File: config.mk
export PLATFORM = sky130hd
export DESIGN_NAME = emitter_uart
export DESIGN_NICKNAME = d
export VERILOG_FILES = /design/src/rtl/emitter_uart_pkg.sv /design/src/rtl/baud_tick_gen.sv /design/src/rtl/emitter_uart.sv
export SDC_FILE = /design/constraint.sdc
export NUM_CORES = 1
export LEC_CHECK = 0
export BUFFER_PORTS_ARGS = -buffer_cell sky130_fd_sc_hd__buf_2
export CORE_AREA = 2 2 46 48
export DETAILED_ROUTE_END_ITERATION = 6
export DIE_AREA = 0 0 48 50
export GPL_ROUTABILITY_DRIVEN = 0
export GPL_TIMING_DRIVEN = 0
export PLACE_DENSITY = 0.73
export SETUP_SLACK_MARGIN = 0.02
export SYNTH_ARGS = -nofsm -noshare
export SYNTH_HDL_FRONTEND = slang
export SYNTH_HIERARCHICAL = 1
export SYNTH_SLANG_ARGS = --single-unit
File: constraint.sdc
create_clock -name i_clk -period 2 [get_ports i_clk]
set_input_delay 0.1 -clock i_clk [delete_from_list [all_inputs] [get_ports i_clk]]
set_output_delay 0.1 -clock i_clk [all_outputs]
set_load 0.005 [all_outputs]
File: src/rtl/emitter_uart_pkg.sv
// Shared frame constants and state type for the emitter_uart transmitter.
package emitter_uart_pkg;

    localparam int   FRAME_BITS  = 10;
    localparam logic START_LEVEL = 1'b0;
    localparam logic STOP_LEVEL  = 1'b1;
    localparam logic IDLE_LEVEL  = 1'b1;

    // Wide enough to hold FRAME_BITS itself as the remaining-bit count.
    localparam int   BIT_CNT_W   = $clog2(FRAME_BITS + 1);

    typedef enum logic {
        IDLE    = 1'b0,
        SENDING = 1'b1
    } tx_state_e;

endpackage

File: src/rtl/baud_tick_gen.sv
// Bit-period timer: one-cycle tick every DIV enabled cycles, held at zero when disabled.
module baud_tick_gen #(
    parameter int DIV = 8
) (
    input  logic i_clk,
    input  logic i_resetn,
    input  logic i_enable,
    output logic o_tick
);

    localparam int              CNT_W = $clog2(DIV);
    localparam logic [CNT_W-1:0] LAST = CNT_W'(DIV - 1);

    logic [CNT_W-1:0] cnt;

    always_ff @(posedge i_clk) begin
        if (!i_resetn || !i_enable) begin
            cnt <= '0;
        end else if (cnt == LAST) begin
            cnt <= '0;
        end else begin
            cnt <= cnt + 1'b1;
        end
    end

    assign o_tick = i_enable && (cnt == LAST);

endmodule

File: src/rtl/emitter_uart.sv
// 8N1 UART transmitter with a ready/valid byte interface and a registered serial line.
//   state   | meaning
//   IDLE    | no bits left to send; line high, o_ready=1, next valid byte is accepted
//   SENDING | frame in flight; i_valid ignored, line advances one bit per baud tick
module emitter_uart
    import emitter_uart_pkg::*;
#(
    parameter int clk_freq_hz = 100000000,
    parameter int baud_rate   = 1000000
) (
    input  logic       i_clk,
    input  logic       i_resetn,
    input  logic [7:0] i_data,
    input  logic       i_valid,
    output logic       o_ready,
    output logic       o_uart_tx
);

    localparam int DIV = clk_freq_hz / baud_rate;

    if (DIV < 2) begin : g_div_check
        $error("emitter_uart: clk_freq_hz / baud_rate must be at least 2");
    end

    tx_state_e            state;
    logic                 tick;
    logic                 accept;
    logic                 tx_q,        tx_d;
    logic [8:0]           shreg_q,     shreg_d;
    logic [BIT_CNT_W-1:0] bits_left_q, bits_left_d;

    assign state  = (bits_left_q == '0) ? IDLE : SENDING;
    assign accept = (state == IDLE) && i_valid;

    baud_tick_gen #(
        .DIV (DIV)
    ) u_baud_tick_gen (
        .i_clk    (i_clk),
        .i_resetn (i_resetn),
        .i_enable (state == SENDING),
        .o_tick   (tick)
    );

    // Start bit goes straight to the line; stop bit rides at the top of the shifter,
    // and idle level is shifted in behind it so the last tick leaves the line high.
    always_comb begin
        tx_d        = tx_q;
        shreg_d     = shreg_q;
        bits_left_d = bits_left_q;
        if (accept) begin
            tx_d        = START_LEVEL;
            shreg_d     = {STOP_LEVEL, i_data};
            bits_left_d = BIT_CNT_W'(FRAME_BITS);
        end else if (tick) begin
            tx_d        = shreg_q[0];
            shreg_d     = {IDLE_LEVEL, shreg_q[8:1]};
            bits_left_d = bits_left_q - 1'b1;
        end
    end

    always_ff @(posedge i_clk) begin
        if (!i_resetn) begin
            tx_q        <= IDLE_LEVEL;
            shreg_q     <= '0;
            bits_left_q <= '0;
        end else begin
            tx_q        <= tx_d;
            shreg_q     <= shreg_d;
            bits_left_q <= bits_left_d;
        end
    end

    assign o_ready   = (state == IDLE);
    assign o_uart_tx = tx_q;

endmodule

After elaboration in Yosys (flattened, before gate mapping)
Cells that the tools add are included.

Register bits after elaboration: 21. Bits in latches: 0. RAM bits: 0. ROM bits: 0. Bits of input ports: 11. Word-level logic and storage cells: 24. Memories kept: 0.

$add $sub $neg: 2. Multiply operators: 0. Div/mod/pow operators: 0. Magnitude comparators: 0. Equal/unequal tests: 1. Shifts and indexed selects: 0. Multiplexer cells: 7. Bitwise logic cells: 1. Reduce and logical (&&, ||, !) cells: 8.

Operators with widths (number): 9-bit 2-to-1 mux (2); 4-bit 2-to-1 mux (2); 7-bit by 1-bit adder with 7-bit output, second input constant (1); 7-bit equality test, second input constant (1); 4-bit logical NOT (1); 2-bit OR reduction (2); 4-bit by 1-bit subtractor with 4-bit output, second input constant (1); 1-bit 2-to-1 mux (3); 1-bit logical AND (2); 2-bit nonzero test (1); 1-bit logical NOT (1); 1-bit logical OR (1); 1-bit NOT (1).

Depth between registers and ports, before layout
Depth after elaboration: 5. Mapped depth: 10. Mapped depth without buffers: 8.

Hierarchy
The synthesis kept the hierarchy.

By module, submodules not included: emitter_uart (instances 1, cells an instance 66, area each 660.6 um^2, seq. area each 280.3 um^2); baud_tick_gen (instances 1, cells an instance 34, area each 325.3 um^2, seq. area each 140.1 um^2).

Least setup slack after synthesis
Ideal clock, no wire load.

Path type: register -> register. Start point: reg bits_left_q[0]. End point: reg shreg_q[0]. Arrival: 1.609 ns. Setup slack: 0.275 ns. Stages on the path, launching flop included: 11. Clock period less this slack: 1.725 ns. Cells stage by stage: dfxtp_1 -> inv_1 -> ha_1 -> nand2_1 -> inv_1 -> nor3_1 -> buf_4 -> buf_4 -> mux2i_1 -> nand2_1 -> o211a_1.

Cells in the longest elaborated chain, start to end: 4. Elaborated cells between the ends (all ways): 6. Those cells by class: mux: 2; reduce/logical: 4.

RTL lines: start, declared (RTL line emitter_uart.sv:30) `logic [BIT_CNT_W-1:0] bits_left_q, bits_left_d;`; start signal, assigned (RTL line emitter_uart.sv:69) `bits_left_q <= bits_left_d;`; 4-bit logical NOT (RTL line emitter_uart.sv:32) `assign state = (bits_left_q == '0) ? IDLE : SENDING;`; 1-bit 2-to-1 mux (RTL line emitter_uart.sv:32); via state (RTL line emitter_uart.sv:25) `tx_state_e state;`; 1-bit logical AND (RTL line baud_tick_gen.sv:26) `assign o_tick = i_enable && (cnt == LAST);`; via tick (RTL line emitter_uart.sv:26) `logic tick;`; 2-bit nonzero test (no source line); end signal, assigned (RTL line emitter_uart.sv:68) `shreg_q <= shreg_d;`; end, declared (RTL line emitter_uart.sv:29) `logic [8:0] shreg_q, shreg_d;`.

The timed path passes the listed nets, and every way through them passes these cells. A chain may end at the register's enable or synchronous reset.

Worst setup path after layout
Start point: reg bits_left_q[1]. End point: reg shreg_q[0].

Same word-level chain as after synthesis.

==> impl_metrics.ini <==
[global_route]
grt_pass1_wl_mm = 2.50
grt.total_usage_pct = 14.8
grt_max_degree = 13
first_global_vias = 617
antenna_found_initial = 0
overflow = 0

[sta]
setup_viol = 0
whs_ps = 36.7
timing.fmax_mhz = 557
fin_ws_ps = 205
tns_ps = 0
min_period_over_period_pct = 89.8
hold_viol = 0
rsz0062_at_grt = false
drv_slew = 0
slew_headroom_pct = 71.7
fin_worst_skew_ps = 7.87
period_needed_ps = 1800
worst_slew_pin_slew_ps = 425

[die]
initial_core_util_pct = 51.8
fp.dieH_um = 50
dieArea_sq_mm = 0.00240
core_sq_mm = 0.00190
rows = 16
ios = 13
die_x_um = 48

[synth]
ys_types = 30
muxShareOfSynthArea_pct = 10.2
syn_avg_cell_area_sq_um = 9.86
synth_compound_gate_area_share_pct = 15.4
synth_seq_cells = 21
yosysWarnings = 6
synth_fp_nets = 113
synth_xor_area_share_pct = 5.33
synth_top_family_by_area = simple AND/OR/NAND/NOR gates
synth_fa_ha_area_share_pct = 2.54
yosysSeqAreaShare_pct = 42.6
yosys.area_share.simple_pct = 18.3
netlist_area_sq_um = 986
syn-instance-count = 100

[routing]
vias = 695
ant_nets = 0
drc = 0
wl_per_cell_um = 11.0
routed_wl_mm = 1.58
via_per_inst = 4.83
drt_first_pass_iters = 4
drt_iter0_drc = 10

[min_path]
whs_endpoint = shreg_q[4]
worstHoldPathType = in2reg
holdPathStages = 2
hold_path_startpoint = i_data[4]

[clock_tree]
clockRootBuffer = clkbuf_4
cts.sinks = 21
clkTransAtPathRegs_ps = 120
cts_max_level = 1
cts_tree = yes
cts_buffers = 3
clk_latency_ps = 300
clockBufferDepth = 2

[power_and_ir_drop]
ir_drop_mv = 0.425
power.density_mw_per_mm2 = 686
power_uw = 779
p_leak_nw = 0.495

[placement]
dp_hpwl_mm = 1.15
port_buffers = 12
dp_cells = 139
place_area_sq_mm = 0.00108
dp_slack_ps = 97.8

[setup_path]
critPathKind = reg2reg
cp_max_fo = 10
cp_data_arrival_time_ps = 2000
r2r_start = bits_left_q[1]
startpoint_type = flop
reg2reg_to = shreg_q[0]
required_ps = 2200
r2r_slack_ps = 200
ff2ff_path_depth = 10
crit_path_end_kind = flop

[final_layout]
fill_cells = 168
fin_cells = 144
multi_input_area_sq_um = 512
syn_to_final_growth_pct = 15.1
final_layout_size_suffix_gt1_share_pct = 24.8
utilization_pct = 59.7
antennaDiodeCount = 0
final_area_sq_mm = 0.00113
final_nets = 131
seq_area_sq_um = 422

[run]
drv_cap = 0

[status]
status = completed
[worst max-delay path by stage]
stage / from / endpoint / slack (ps) / cells after the start
4_1_cts: bits_left_q[0] / shreg_q[0] / 70 / 10
2_1_floorplan: bits_left_q[0] / shreg_q[0] / 270 / 10
3_5_place_dp: bits_left_q[0] / shreg_q[7] / 100 / 10
3_3_place_gp: bits_left_q[0] / shreg_q[7] / 120 / 10
6_report: bits_left_q[1] / shreg_q[0] / 200 / 10
5_1_grt: bits_left_q[1] / shreg_q[7] / 40 / 10
[routing by layer]
metal	routed length (um)	track usage, %	up-vias
met5	0	0	-
met4	14	8.11	0
met3	33	3.30	2
met2	761	24.0	6
met1	769	17.2	308
li1	-	-	379
[cell families after synthesis]
kind of cell | count (synthesis)
xor gates and xnor gates | 6
and+or+nand+nor | 34
AOI/OAI and AO/OA | 17
adders and majority gates | 2
buffers and inverters | 10
DFF | 21
muxes | 10
[placed cells by master (no fill, tap or decap), drive strengths merged]
master and count:
dfxtp 21, buf 17, nand2 15, mux2i 10, nor2 8, o211a 8
inv 5, clkbuf 4, xor2 3, xnor2 3, o21ai 3, a21boi 2
nor3 2, nand4bb 2, ha 2, nand3 2, a21oi 2, and2 1
o31a 1, nor4b 1, clkinv 1, or2b 1, o21bai 1, nand4 1
or3 1
[cell usage after synthesis (all sizes together)]
library cell	n	share of area (%)
a21boi	2	1.5
or3	1	0.63
clkbuf	1	0.38
inv	5	1.9
nor4b	1	1.5
a21oi	2	1.4
dfxtp	21	43
o21ai	3	1.5
nand3	2	1.5
or2b	1	0.76
xnor2	3	2.7
nand4bb	2	2.8
nand4	1	0.63
nand2	15	5.7
nor2	8	3.0
ha	2	2.5
xor2	3	2.7
buf	4	3.4
o21bai	1	1.9
mux2i	10	10
o211a	8	8.1
o31a	1	0.89
and2	1	0.63
nor3	2	1.0
[layout make-up]
cell class              instances  share of cell area (%)
well taps                      27                    2.98
clock buffers                   3                    1.98
plain buffers                   5                    3.64
inverters                       5                    1.65
flip-flops and latches         21                    37.2
clock inverters                 1                   0.441
repair buffers                 13                    7.06
multi-input cells              69                    45.1
[power breakdown]
group	total, mW	switching [mW]	internal (mW)
Combinational	0.116	0.0568	0.0590
Sequential	0.464	0.0169	0.447
Clock	0.199	0.124	0.0745
Total	0.779	0.198	0.581
[flip-flops by register name (all words and copies together), names as in the netlist]
register and count:
u_baud_tick_gen/cnt 7, o_uart_tx 1, shreg_q 9, bits_left_q 4
[worst max-delay path, stage by stage (launching register included)]
cell	delay, ps
dfxtp_1	380
inv_1	60
ha_1	200
nand2_1	130
inv_1	50
nor3_1	180
buf_4	160
buf_6	150
mux2i_1	200
nand2_1	70
o211a_1	110
[timing repair]
action	CTS	global route
gates resized for setup	0	3
setup buffers	0	1
hold buffers	0	0
setup endpoints to repair	0	5
endpoints found under the hold margin	0	0
No activity file was read; power rests on OpenSTA's default activity.
